`config.mk`:
```
export PLATFORM = sky130hd
export DESIGN_NAME = fifo_wr_arbiter
export DESIGN_NICKNAME = d
export VERILOG_FILES = /design/src/rtl/fifo_wr_arbiter.sv
export SDC_FILE = /design/constraint.sdc
export NUM_CORES = 1
export LEC_CHECK = 0
export CORE_MARGIN = 2
export CORE_UTILIZATION = 36
export CTS_CLUSTER_DIAMETER = 40
export DETAILED_ROUTE_END_ITERATION = 6
export HOLD_SLACK_MARGIN = 0.1
export PLACE_DENSITY = 0.88
export SKIP_LAST_GASP = 1
export SYNTH_ARGS = -nofsm -noshare
export SYNTH_HDL_FRONTEND = slang
export SYNTH_SLANG_ARGS = --single-unit
```
`constraint.sdc`:
```
create_clock -name wr_clk -period 1.81 [get_ports wr_clk]
set_input_delay 0.181 -clock wr_clk [delete_from_list [all_inputs] [get_ports wr_clk]]
set_output_delay 0.181 -clock wr_clk [all_outputs]
set_load 0.005 [all_outputs]
```
`src/rtl/fifo_wr_arbiter.sv`:
```
// Round-robin write arbiter: grants one requester at a time a burst of up to
// BURST_LEN pushes into a FIFO, honouring full/almost-full backpressure.
module fifo_wr_arbiter #(
   parameter int DATA_WIDTH = 8,
   parameter int NUM_REQ    = 4,
   parameter int BURST_LEN  = 4
) (
   input  logic                          wr_clk,
   input  logic                          reset_n,
   input  logic [NUM_REQ-1:0]            req,
   input  logic [NUM_REQ*DATA_WIDTH-1:0] req_data,
   input  logic                          fifo_full,
   input  logic                          fifo_afull,
   output logic                          push,
   output logic [DATA_WIDTH-1:0]         datain,
   output logic [NUM_REQ-1:0]            gnt,
   output logic [NUM_REQ-1:0]            ack,
   output logic                          burst_done
);

   localparam int            IW        = (NUM_REQ > 1) ? $clog2(NUM_REQ) : 1;
   localparam logic [3:0]    LAST_BEAT = 4'(BURST_LEN - 1);
   localparam logic [IW-1:0] LAST_IDX  = IW'(NUM_REQ - 1);

   typedef enum logic {IDLE, BURST} state_t;

   state_t                state, state_n;
   logic [IW-1:0]         gidx, gidx_n;
   logic [IW-1:0]         last_grant, last_grant_n;
   logic [IW-1:0]         win, cand;
   logic                  found;
   logic [NUM_REQ-1:0]    gnt_n;
   logic [3:0]            beat_cnt, beat_cnt_n;
   logic                  done_n;
   logic                  cur_req;
   logic [DATA_WIDTH-1:0] words [NUM_REQ];

   for (genvar i = 0; i < NUM_REQ; i++) begin : g_words
      assign words[i] = req_data[i*DATA_WIDTH +: DATA_WIDTH];
   end

   // Search begins just past the last winner so a requester cannot be
   // regranted while anyone else is waiting.
   always_comb begin
      win   = last_grant;
      found = 1'b0;
      cand  = '0;
      for (int k = 1; k <= NUM_REQ; k++) begin
         cand = IW'((int'(last_grant) + k) % NUM_REQ);
         if (!found && req[cand]) begin
            win   = cand;
            found = 1'b1;
         end
      end
   end

   always_comb begin
      state_n      = state;
      gidx_n       = gidx;
      last_grant_n = last_grant;
      gnt_n        = gnt;
      beat_cnt_n   = beat_cnt;
      done_n       = 1'b0;
      cur_req      = req[gidx];
      push         = 1'b0;
      case (state)
         IDLE: begin
            gnt_n = '0;
            if (found && !fifo_afull) begin
               state_n      = BURST;
               gidx_n       = win;
               last_grant_n = win;
               gnt_n        = NUM_REQ'(1) << win;
               beat_cnt_n   = '0;
            end
         end
         BURST: begin
            push = cur_req & ~fifo_full;
            // A dropped request ends the burst without a push that cycle.
            if (!cur_req) begin
               state_n = IDLE;
               gnt_n   = '0;
               done_n  = 1'b1;
            end else if (push) begin
               beat_cnt_n = beat_cnt + 4'd1;
               if (beat_cnt == LAST_BEAT) begin
                  state_n = IDLE;
                  gnt_n   = '0;
                  done_n  = 1'b1;
               end
            end
         end
         default: state_n = IDLE;
      endcase
   end

   assign ack    = push ? gnt : '0;
   assign datain = words[gidx];

   always_ff @(posedge wr_clk) begin
      if (!reset_n) begin
         state      <= IDLE;
         gnt        <= '0;
         gidx       <= '0;
         last_grant <= LAST_IDX;
         beat_cnt   <= '0;
         burst_done <= 1'b0;
      end else begin
         state      <= state_n;
         gnt        <= gnt_n;
         gidx       <= gidx_n;
         last_grant <= last_grant_n;
         beat_cnt   <= beat_cnt_n;
         burst_done <= done_n;
      end
   end

endmodule
```
Word level (Yosys, flattened, before mapping). Cells that the tools add are included.

Register bits after elaboration: 14. Output and inout port bits: 18. Logic and storage cells: 80.

Order comparisons: 6. Equality and inequality tests: 6. Add/sub/neg operators: 5. Reductions and logical operators: 12. Mux-type cells: 40. Shift-type cells: 1. Bitwise operators: 4.

Operator list (number): two-way mux 4 bit (8); two-way mux 1 bit (17); binary-select mux 8 bit (select 2 bit) (1); two-way mux 8 bit (2); one-hot mux 4 bit (2 select lines) (2); < comparator 2 x 3 -> 1 bit (second input constant) (5); binary-select mux 1 bit (select 2 bit) (5); two-way mux 2 bit (4); != test 3 x 2 -> 1 bit (second input constant) (2); AND reduction 2 bit (3); adder 2 x 1 -> 2 bit (second input constant) (2); adder 2 bit (second input constant) (2); adder 4 x 1 -> 4 bit (second input constant) (1); == test 4 x 2 -> 1 bit (second input constant) (1); logical AND 1 bit (4); logical NOT 1 bit (4); != test 2 x 1 -> 1 bit (second input constant) (2); << shifter 1 x 2 -> 4 bit (first input constant) (1); greater-or-equal comparator 3 bit (second input constant) (1); inverter 2 -> 3 bit (1); AND reduction 3 bit (1); != test 2 bit (second input constant) (1); inverter 1 bit (2); one-hot mux 1 bit (2 select lines) (1); AND 1 bit (1).

Depth between registers and ports, before layout. Gate-level depths: netlist (run 1).

Depth in word-level cells: 16. Depth in mapped cells: 5. Depth with buffers taken out: 5.

Worst setup path after synthesis (run 1). OpenSTA, ideal clock, no wires.

Kind: register to register. Start: register gidx[0]. End: register gnt[1]. Cell stages (with the launch flop): 6. Clock period less this slack: 1.640 ns. Required time: 1.693 ns. Library setup time: 0.117 ns. Slack: 0.170 ns. Data arrival time: 1.523 ns. Path buffers: 1. Path through: dfxtp_1 -> buf_6 -> mux4_2 -> o41a_1 -> nor2b_1 -> a32o_1.

Word-level cells in the longest chain between the ends: 5.

RTL lines: start: declaration (RTL line 28) `logic [IW-1:0] gidx, gidx_n;`; start signal: assignment (RTL line 111) `gidx <= gidx_n;`; binary-select mux 1 bit (select 2 bit) (*) (RTL line 64) `cur_req = req[gidx];`; two-way mux 1 bit (implied by the code) (*) (RTL line 64); AND 1 bit (RTL line 78) `push = cur_req & ~fifo_full;`; != test 3 x 2 -> 1 bit (no source line); AND reduction 2 bit (no source line); end signal: assignment (RTL line 110) `gnt <= gnt_n;`; end: declaration (RTL line 16) `output logic [NUM_REQ-1:0] gnt,`.

Mark *: on every way between the ends. The rest lies on a longest branch, timed or not. The select of a mux whose other input is x is not followed. A chain may end at the register's enable or synchronous reset.

Worst setup path after layout (run 1).
Start: register gidx[0]. End: output port ack[2].

Word-level cells in the longest chain between the ends: 5.

RTL lines: binary-select mux 1 bit (select 2 bit) (RTL line 64); two-way mux 1 bit (implied by the code) (RTL line 64); AND 1 bit (RTL line 78); two-way mux 1 bit (RTL line 66) `case (state)`; two-way mux 4 bit (RTL line 97) `assign ack = push ? gnt : '0;`; end: declaration (RTL line 17) `output logic [NUM_REQ-1:0] ack,`.

No other way between the ends. The select of a mux whose other input is x is not followed.

==> results of run 1 <==
==> power groups by stage <==
stage                     sequential [mW]  clock [mW]  combinational (mW)
after floorplan                     0.345           0               0.160
after global placement              0.350           0               0.363
after detailed placement            0.351           0               0.375
after CTS                           0.345       0.237               0.394
after global routing                0.349       0.243               0.432
final                               0.346       0.238               0.410
==> per-stage QoR <==
| stage | setup TNS [ns] | area, µm² | instances |
|---|---|---|---|
| after floorplan | 0 | 910 | 91 |
| after global placement | -1.78 | 1600 | 189 |
| after detailed placement | -2.22 | 1600 | 189 |
| after CTS | -0.678 | 1700 | 200 |
| after global routing | -0.397 | 1710 | 198 |
| final | -0.233 | 1710 | 198 |
==> final cells by class <==
type                       count  area, µm²
fill                         154        721
timing repair buffer          77        719
inverter                       4       15.0
sequential                    14        284
multi-input combinational     69        619
clock buffer                   4       36.3
tap                           30       37.5
==> layout by cell type (no fill, tap or decap), types with 5 or more instances in the layout <==
cell | Yosys | layout
clkdlybuf4s50_1 | 0 | 44
nor2_1 | 10 | 9
buf_4 | 0 | 14
buf_6 | 2 | 8
mux4_2 | 9 | 9
dfxtp_1 | 14 | 13
o21ai_0 | 6 | 6
dlygate4sd2_1 | 0 | 5
==> flip-flops by register name, summed over array words and instances (netlist names) <==
name	flops
burst_done	1
last_grant	2
beat_cnt	4
state	1
gnt	4
gidx	2
==> metal layers <==
layer,wire length (µm),vias up
met5,0,-
met4,180,0
met2,2030,81
li1,-,505
met1,1290,521
met3,414,17
==> critical path: cells and delay by family, from the launching register on <==
family,cells,cell delay (ns)
buffers and inverters,3,0.37
DFF,1,0.38
muxes,1,0.57
and+or+nand+nor,2,0.09
==> cells by family (layout without fill, tap and decap cells) <==
family                     count (synthesis)  in the layout  share of synthesized area
buffers and inverters                      8             85                     0.0509
AOI/OAI and AO/OA                         19             19                      0.154
xor gates and xnor gates                   2              2                     0.0193
adders and majority gates                  1              1                     0.0138
and+or+nand+nor                           37             37                      0.219
DFF                                       14             14                      0.308
muxes                                     10             10                      0.235
==> path summary, 6_finish.rpt <==
| path | startpoint | slack, ns | cells after the start | to |
|---|---|---|---|---|
| worst min register to register | gnt[3] | 0.51 | 1 | gnt[3] |
| worst min-delay path | gnt[3] | 0.51 | 1 | gnt[3] |
| worst max register to register | gidx[0] | -0.03 | 6 | gnt[0] |
| worst max-delay path | gidx[0] | -0.06 | 6 | ack[2] |
==> timing repair <==
item                                    in CTS  in global routing
endpoints found under the setup margin      13                  8
resized for setup                           45                 13
buffers inserted                             7                  0
endpoints found under the hold margin        0                  0
pin swaps                                    2                  1
==> key figures, run 1 <==
Route
  – DR iter-0 viols: 34
  – WL final: 3910 µm
  – DRC: 0
  – Number of antenna-violating nets in the routed design: 0
  – Vias: about 1100
  – Routed WL per cell: approximately 20 µm
  – Number of detailed-route iterations in the first pass: 6
  – Via density: 5.68

CTS
  – # H-tree levels: 1
  – CTS Sinks: 14
  – Skew-Pair Late Insertion Delay: between 0.2 and 0.3 ns
  – CTS Hold Buffers Added: 0
  – CTS tree: built
  – Num CTS Buffers: 3
  – CTS Buffer Depth: 2
  – Clk slew on worst S/H paths: roughly 0.090 ns
  – Clock root buffer: clkbuf_4

Setup path
  – Crit Path Category: flop to output port
  – CP startpoint kind: flop
  – Crit-path cells: mux4_2 -> buf_6 -> nand2_4 -> buf_6 -> nor2_1 -> buf_2
  – Crit-path slowest cell: mux4_2
  – Most frequent CP cell: buf_6
  – Setup crit end kind: output port
  – CP required: around 1.6 ns
  – Critical Path Max Stage Delay: 0.57 ns
  – Critical Path AT: between 1.5 and 2 ns
  – CP max FO: 3

Timing
  – Count of final max-slew check failures: 0
  – Min cycle time layout: 1.87 ns
  – Worst slew pin tran: just under 0.5 ns
  – RSZ-0062 raised after global routing: yes
  – Clock Skew: 0.00202 ns
  – Final WS setup: -0.0631 ns
  – # setup viols final: 6
  – Hold_ws: approximately 0.51 ns
  – Hold Vio Cnt, Final: 0
  – Slew HR: 0.667
  – Final Cycle Share: 1.03
  – Fmax: around 530 MHz

Final layout
  – Layout cells sized above 1: 0.304
  – Layout Utilization: 0.704
  – ANT cells: 0
  – Synth-to-Final Area Change: 88.2%
  – Nets@finish: 210

Floorplanning
  – Die Y: around 54 µm
  – # IOs: 58
  – Core area: ~0.0024 mm²
  – Die area: 0.00294 mm²
  – Die W: about 54 µm
  – Placement Rows: 18
  – Starting density of the core: 0.374

Synth
  – Cell area after synthesis: 910 µm²
  – Post-synthesis sequential area ratio: 0.308
  – #FFs+latches synth: 14
  – Syn avg cell area: roughly 10 µm²
  – Post-synth top area cell: dfxtp_1
  – Yosys warns: 0
  – Top cells by count, synth: dfxtp_1, nor2_1, mux4_2, o21ai_0
  – Count leader, synth: dfxtp_1
  – Main area contributors after synthesis: dfxtp_1, mux4_2, nor2_1
  – Synth Instances: slightly above 90
  – Main synth FF type: dfxtp_1
  – Net Count, Synth: 132
  – Area share of the largest cell type after synthesis: 0.308
  – FFs w/ async S/R, synth: 0
  – Post-synth EDFFs: 0
  – Post-synth cell types: 32

Global route
  – First-pass GRT wire length: 5280 µm
  – Largest net degree at the start of global routing: 11
  – GRT met3 Usage: 0.0574
  – Initial antenna violation count: 0
  – Via count of the first global-routing pass: between 1000 and 1500
  – M2 GR Usage: 0.518
  – Grt met1 use: 0.230
  – Gr usage total: 0.258
  – Global route overflow: 0
  – Most Used Layer, Global Route: met2

Hold path
  – Hold crit path type: flop to flop

Outcome
  – Failing checks: setup timing
  – Status: finished with violations

Power and ir drop
  – Sequential share of power: 0.348
  – Logic pwr share: 0.412
  – Cell Int Power: between 0.7 and 0.8 mW
  – Max IR drop VDD: ~0.00049 V
  – Final Total Pwr: around 0.99 mW
  – LEAKAGE: around 0.70 nW
  – Clock share of power: 0.240
  – Power density cells: a little under 600 mW/mm²
  – Sw power: between 0.2 and 0.3 mW
  – Switching portion of total power: 0.292

Placed design
  – RePlAce Congestion: approximately 0.77
  – Dpl ws: -0.271 ns
  – HPWL Detailed: ~2700 µm
  – Number of port buffers: 57

Run
  – Maxcap violations: 0
Note: power is estimated with default switching activity, not from simulation.
==> run 2, diff against run 1 <==
CTS_CLUSTER_SIZE = 12   (was unset)
==> results of run 2 <==
The final DEF is identical to that of run 1; final timing and power are the same.
